File: src/rtl/ppu_pixel_pipe.sv
// ppu_pixel_pipe: BG pixel FIFO plus 8-slot sprite FIFO for PPU draw mode.
// Pops one pixel per cycle, discards SCX fine-scroll pixels, mixes BG and
// sprite by priority/transparency, maps through BGP/OBP0/OBP1 and flags the
// end of the visible line.
//
// state | meaning
// IDLE  | no scanline in progress, nothing pops
// RUN   | popping: first scx_fine pops discarded, then pixels emitted
// DONE  | last visible pixel emitted, FIFO contents held until line_start
module ppu_pixel_pipe #(
  parameter int BG_DEPTH = 16,
  parameter int LINE_PX  = 160
) (
  input  logic       clk,
  input  logic       rst,
  input  logic       line_start,
  input  logic [2:0] scx_fine,
  input  logic       bg_en,
  input  logic       sp_en,
  input  logic [7:0] bgp,
  input  logic [7:0] obp0,
  input  logic [7:0] obp1,
  input  logic [7:0] bg_lo,
  input  logic [7:0] bg_hi,
  input  logic       bg_push,
  output logic       bg_ready,
  input  logic [7:0] sp_lo,
  input  logic [7:0] sp_hi,
  input  logic [7:0] sp_attr,
  input  logic       sp_push,
  input  logic       stall,
  output logic [1:0] px_out,
  output logic       px_valid,
  output logic [7:0] px_x,
  output logic       line_done,
  output logic       overflow
);

  localparam int PW = $clog2(BG_DEPTH);
  localparam int CW = $clog2(BG_DEPTH) + 1;

  typedef enum logic [1:0] {
    S_IDLE = 2'd0,
    S_RUN  = 2'd1,
    S_DONE = 2'd2
  } state_t;

  state_t        state;

  // BG FIFO storage: circular buffer of 2-bit colours
  logic [1:0]    bg_mem [BG_DEPTH];
  logic [PW-1:0] rd_ptr;
  logic [PW-1:0] wr_ptr;
  logic [CW-1:0] bg_cnt;

  // Sprite slot layout: {colour[1:0], prio, pal}; slot 0 sits at the BG head
  logic [3:0]    sp_slot   [8];
  logic [3:0]    sp_merged [8];

  logic [2:0]    discard;
  logic [7:0]    x_cnt;

  logic          push_ok;
  logic          push_drop;
  logic          do_pop;
  logic [CW-1:0] push_inc;
  logic [CW-1:0] pop_dec;

  logic [1:0]    bg_head;
  logic [1:0]    bc;
  logic [1:0]    sc;
  logic          sp_prio;
  logic          sp_pal;
  logic          sp_win;
  logic [1:0]    mix_col;
  logic [7:0]    mix_pal;
  logic [1:0]    shade;

  // Attribute bits that have no function in the mixer
  logic          unused_attr;
  assign unused_attr = ^{sp_attr[6], sp_attr[3:0]};

  // Circular pointer advance that also works for non-power-of-two depths
  function automatic logic [PW-1:0] ptr_add(input logic [PW-1:0] p, input int n);
    int s;
    s = int'(p) + n;
    if (s >= BG_DEPTH) s = s - BG_DEPTH;
    return PW'(s);
  endfunction

  // Free-slot test uses only the registered count
  assign bg_ready = ((CW'(BG_DEPTH) - bg_cnt) >= CW'(8));

  // Push acceptance and pop qualification; line_start overrides everything
  always_comb begin
    push_ok   = bg_push && bg_ready && !line_start;
    push_drop = bg_push && !bg_ready && !line_start;
    do_pop    = (state == S_RUN) && (bg_cnt != '0) && !stall && !sp_push && !line_start;
    push_inc  = push_ok ? CW'(8) : '0;
    pop_dec   = CW'(do_pop);
  end

  // Priority/transparency mix of the FIFO heads and palette lookup
  always_comb begin
    bg_head = bg_mem[rd_ptr];
    bc      = bg_en ? bg_head : 2'd0;
    sc      = sp_slot[0][3:2];
    sp_prio = sp_slot[0][1];
    sp_pal  = sp_slot[0][0];
    sp_win  = sp_en && (sc != 2'd0) && !(sp_prio && (bc != 2'd0));
    mix_col = sp_win ? sc : bc;
    mix_pal = bgp;
    if (sp_win) mix_pal = sp_pal ? obp1 : obp0;
    case (mix_col)
      2'd0:    shade = mix_pal[1:0];
      2'd1:    shade = mix_pal[3:2];
      2'd2:    shade = mix_pal[5:4];
      default: shade = mix_pal[7:6];
    endcase
  end

  // Sprite row merge: only transparent slots accept, only opaque pixels write
  always_comb begin
    logic [1:0] row_col;
    row_col = 2'd0;
    for (int i = 0; i < 8; i++) begin
      if (sp_attr[5]) row_col = {sp_hi[i], sp_lo[i]};
      else            row_col = {sp_hi[7-i], sp_lo[7-i]};
      sp_merged[i] = sp_slot[i];
      if ((sp_slot[i][3:2] == 2'd0) && (row_col != 2'd0))
        sp_merged[i] = {row_col, sp_attr[7], sp_attr[4]};
    end
  end

  // BG FIFO write port: 8 pixels, leftmost (bit 7) first
  always_ff @(posedge clk) begin
    if (push_ok) begin
      for (int i = 0; i < 8; i++)
        bg_mem[ptr_add(wr_ptr, i)] <= {bg_hi[7-i], bg_lo[7-i]};
    end
  end

  // Line FSM, FIFO bookkeeping and registered pixel outputs
  always_ff @(posedge clk) begin
    if (rst) begin
      state     <= S_IDLE;
      rd_ptr    <= '0;
      wr_ptr    <= '0;
      bg_cnt    <= '0;
      for (int i = 0; i < 8; i++) sp_slot[i] <= 4'd0;
      discard   <= 3'd0;
      x_cnt     <= 8'd0;
      px_out    <= 2'd0;
      px_valid  <= 1'b0;
      px_x      <= 8'd0;
      line_done <= 1'b0;
      overflow  <= 1'b0;
    end else begin
      px_valid  <= 1'b0;
      line_done <= 1'b0;
      if (line_start) begin
        state    <= S_RUN;
        rd_ptr   <= '0;
        wr_ptr   <= '0;
        bg_cnt   <= '0;
        for (int i = 0; i < 8; i++) sp_slot[i] <= 4'd0;
        discard  <= scx_fine;
        x_cnt    <= 8'd0;
        px_x     <= 8'd0;
        overflow <= 1'b0;
      end else begin
        if (push_drop) overflow <= 1'b1;
        if (push_ok)   wr_ptr   <= ptr_add(wr_ptr, 8);
        if (do_pop)    rd_ptr   <= ptr_add(rd_ptr, 1);
        bg_cnt <= bg_cnt + push_inc - pop_dec;

        if (sp_push) begin
          for (int i = 0; i < 8; i++) sp_slot[i] <= sp_merged[i];
        end else if (do_pop) begin
          for (int i = 0; i < 7; i++) sp_slot[i] <= sp_slot[i+1];
          sp_slot[7] <= 4'd0;
        end

        if (do_pop) begin
          if (discard != 3'd0) begin
            discard <= discard - 3'd1;
          end else begin
            px_valid <= 1'b1;
            px_out   <= shade;
            px_x     <= x_cnt;
            x_cnt    <= x_cnt + 8'd1;
            if (x_cnt == 8'(LINE_PX - 1)) begin
              line_done <= 1'b1;
              state     <= S_DONE;
            end
          end
        end
      end
    end
  end

endmodule

File: config.mk
export PLATFORM = sky130hd
export DESIGN_NAME = ppu_pixel_pipe
export DESIGN_NICKNAME = d
export VERILOG_FILES = /design/src/rtl/ppu_pixel_pipe.sv
export SDC_FILE = /design/constraint.sdc
export NUM_CORES = 1
export LEC_CHECK = 0
export CAP_MARGIN = 20
export CORE_MARGIN = 4
export CORE_UTILIZATION = 44
export DETAILED_ROUTE_END_ITERATION = 16
export PLACE_DENSITY = 0.84
export REMOVE_ABC_BUFFERS = 1
export SLEW_MARGIN = 25
export SYNTH_ARGS = -nofsm -noshare
export SYNTH_HDL_FRONTEND = slang
export SYNTH_SLANG_ARGS = --single-unit
File: constraint.sdc
create_clock -name clk -period 2.5 [get_ports clk]
set_input_delay 0.625 -clock clk [delete_from_list [all_inputs] [get_ports clk]]
set_output_delay 0.625 -clock clk [all_outputs]
set_load 0.02 [all_outputs]
==> qor.json <==
{
  "finish": {
    "num_antenna_cells": 0,
    "stdcell_count": 716,
    "drive_above_1_share_pct": 18.2,
    "finalNetCount": 658,
    "filler_cell_count": 861,
    "area_growth_syn_to_layout_pct": 32.9,
    "fin_area_um2": 6490
  },
  "run": {
    "maxCapViolations": 0
  },
  "clock_tree": {
    "cts_tree": "built",
    "cts.sinks": 104,
    "cts_htree_levels": 3,
    "cts_hold_bufs": 0,
    "clockBufferDepth": 2,
    "numCtsBuffers": 9,
    "path_clk_slew_ns": 0.11,
    "clock_latency_reported_for_the_late_side_of_the_worst_skew_pair_ns": 0.38,
    "cts.root.buffer_cell": "clkbuf_8"
  },
  "detailed_routing": {
    "detail_route.wirelength_mm": 11.2,
    "drt-vias-per-instance": 5.33,
    "drcViolationCount": 0,
    "detail_route.wl_per_cell_um": 15.7,
    "number_of_vias_after_detailed_routing": 3816,
    "detail_route.iter0.violations": 275,
    "detail_route.first_pass.iterations": 4,
    "postRouteAntennaNets": 0
  },
  "floorplanning": {
    "floorplan.rows": 38,
    "die_w_um": 113,
    "floorplan.die.height_um": 113,
    "ioPinCount": 89,
    "area_of_the_die_um2": 12800,
    "core_um2": 10800,
    "starting_density_of_the_core_pct": 45.0
  },
  "logic_synthesis": {
    "synth_top_cells_by_count": "edfxtp_1 (60), nor2_1 (60), nand2_1 (48), dfxtp_1 (44), a21oi_1 (25)",
    "dominantRegCellSynth": "edfxtp_1",
    "synth.avg_cell_area_um2": 11.0,
    "synthXorXnorAreaFrac_pct": 2.69,
    "synthDistinctLibCells": 48,
    "most_area_consuming_cells_after_synthesis": "edfxtp_1 (37%), dfxtp_1 (18%), mux4_2 (4.6%)",
    "async_flop_share_pct": 0,
    "fraction_of_synthesized_area_in_multiplexers_pct": 9.87,
    "synthesis.area_um2": 4880,
    "synth-edff-count": 60,
    "share_of_synthesized_area_occupied_by_flip_flops_and_latches_pct": 54.9,
    "synth_top_cell_by_area": "edfxtp_1",
    "synth_compound_area_share_pct": 11.8,
    "yosysTopAreaCellShare_pct": 36.9,
    "postSynthRegisterBits": 104,
    "synth_simple_gate_area_share_pct": 14.4,
    "yosysWarningCount": 0,
    "synth-adder-area-share_pct": 3.23,
    "synth_top_family_by_area": "simple AND/OR/NAND/NOR gates",
    "syn-instance-count": 445
  },
  "timing": {
    "timing.slew.headroom_pct": 73.1,
    "rsz_0062_raised_after_global_routing": "yes",
    "tightestPinTransition_ns": 0.394,
    "finalSetupViolations": 2,
    "hold_viol": 0,
    "post-route-period-util_pct": 107,
    "layout_skew_ns": 0.0142,
    "final_period_minus_worst_setup_slack_ns": 2.66,
    "setup_total_negative_slack_ns": -0.310,
    "timing.fmax_ghz": 0.375,
    "drv_slew": 0,
    "postLayoutSetupSlackWorst_ns": -0.164
  },
  "global_routing": {
    "first_global_vias": 3940,
    "grt_antenna_before_repair": 0,
    "gr-total-overflow": 0,
    "grt.met1_usage_pct": 23.3,
    "grtUsageTotal_pct": 18.1,
    "maximum_number_of_pins_on_one_net_before_global_route_repair": 29,
    "first_pass_grt_wire_length_mm": 18.8,
    "globalRouteMet2Util_pct": 30.8,
    "grt-busiest-layer": "met2",
    "globalRouteMet3Util_pct": 4.49
  },
  "pwr": {
    "power_per_cell_area_nw_per_um2": 531,
    "power_uw": 3450,
    "worst_ir_drop_vdd_uv": 301,
    "power.static_leakage_uw": 0.00247
  },
  "setup_path": {
    "crit_fanout": 5,
    "cp_cell_sequence": "buf_12, mux4_2, mux4_2, and2_4, a21oi_4, nor2b_1, a2111oi_2, o31a_1, a211oi_2",
    "cp-start-kind": "flip-flop",
    "worst_path_max_delay_cell": "mux4_2",
    "cp_slowest_stage_delay_ns": 0.54,
    "critical_path_required_ns": 2.77,
    "worstPathArrival_ns": 2.93,
    "critPathMostFrequentCell": "mux4_2",
    "critPathKind": "flip-flop to flip-flop",
    "endpoint_kind": "flip-flop"
  },
  "place": {
    "buffer_ports.inserted": 83,
    "routabilityCongestion": 0.824,
    "place_worst_setup_slack_ns": -0.365,
    "hpwlAfterDp_mm": 8.46,
    "placedCellCount": 697,
    "placement.cell_area_um2": 6220
  },
  "hold_path": {
    "hold_path.class": "flip-flop to flip-flop"
  },
  "status": {
    "run_status": "finished with violations",
    "failing_checks": "negative setup slack"
  }
}
## final cells by class
| class | instances | area (um2) | share of cell area (%) |
|---|---|---|---|
| inverter | 16 | 60.1 | 0.926 |
| tap | 140 | 175 | 2.70 |
| clock buffer | 9 | 124 | 1.91 |
| multi-input combinational | 305 | 2100 | 32.4 |
| sequential | 104 | 2690 | 41.5 |
| clock inverter | 7 | 65.1 | 1.00 |
| timing repair buffer | 135 | 1270 | 19.6 |
## report_power, final
part / internal (uW) / switching (uW)
sequential: 1880 / 38.5
combinational: 275 / 223
clock: 391 / 634
total: 2550 / 895
## sequential cells by signal, summed over array words and instances, names as in the netlist, named ones only
name,cells
bg_cnt,5
overflow,1
px_x,8
wr_ptr,1
rd_ptr,4
x_cnt,8
sp_slot,32
px_valid,1
px_out,2
line_done,1
discard,3
bg_mem,32
state,2
## metrics by stage
step / util, % / hold WS, ns
2_1_floorplan: - / 0.441
3_3_place_gp: 57.4 / 0.449
3_5_place_dp: 57.4 / 0.450
4_1_cts: 59.6 / 0.465
5_1_grt: 59.8 / 0.496
6_report: 59.8 / 0.464
## worst paths after layout
| check | end | slack (ns) | startpoint | depth (start not counted) |
|---|---|---|---|---|
| min reg2reg | px_x[1]$_SDFFE_PP0P_ | 0.46 | px_x[1]$_SDFFE_PP0P_ | 2 |
| min | px_x[1]$_SDFFE_PP0P_ | 0.46 | px_x[1]$_SDFFE_PP0P_ | 2 |
| max reg2reg | px_out[1]$_SDFFE_PP0P_ | -0.16 | flip-flop | 9 |
| max | px_out[1]$_SDFFE_PP0P_ | -0.16 | flip-flop | 9 |
## placed cells by master (no fill, tap or decap), types with 11 or more instances in the layout
cell type / n
dfxtp_1: 40
a21oi_1: 24
edfxtp_1: 60
mux2i_1: 20
o21ai_0: 21
buf_4: 47
a21o_1: 16
inv_1: 16
clkdlybuf4s50_1: 82
nand2_1: 47
ha_1: 11
nor2_1: 59
## per-layer routing
metal / wire, um / part of all wire [%]
met1: 4990 / 45
met2: 5590 / 50
met3: 481 / 4.3
met4: 144 / 1.3
met5: 0 / 0
## critical path: cells and delay by family (launching register included)
family	cells	cell delay, ns
flip-flops	1	0.36
AO/OA/AOI/OAI	4	0.77
AND/OR/NAND/NOR	2	0.28
buffers and inverters	1	0.11
multiplexers	2	1.03
## repair_timing
action                                  4_1_cts  5_1_grt
gates cloned                                  0        0
buffers inserted                              3        0
pin swaps                                     5        3
gates resized for setup                      12       11
hold endpoints to repair                      0        0
endpoints found under the setup margin        3       11
## kinds of logic after synthesis
family	Yosys count
xor gates and xnor gates	15
DFF	104
and+or+nand+nor	155
adders and majority gates	12
buffers and inverters	36
muxes	35
AOI/OAI and AO/OA	88
(Power assumes the default switching activity.)
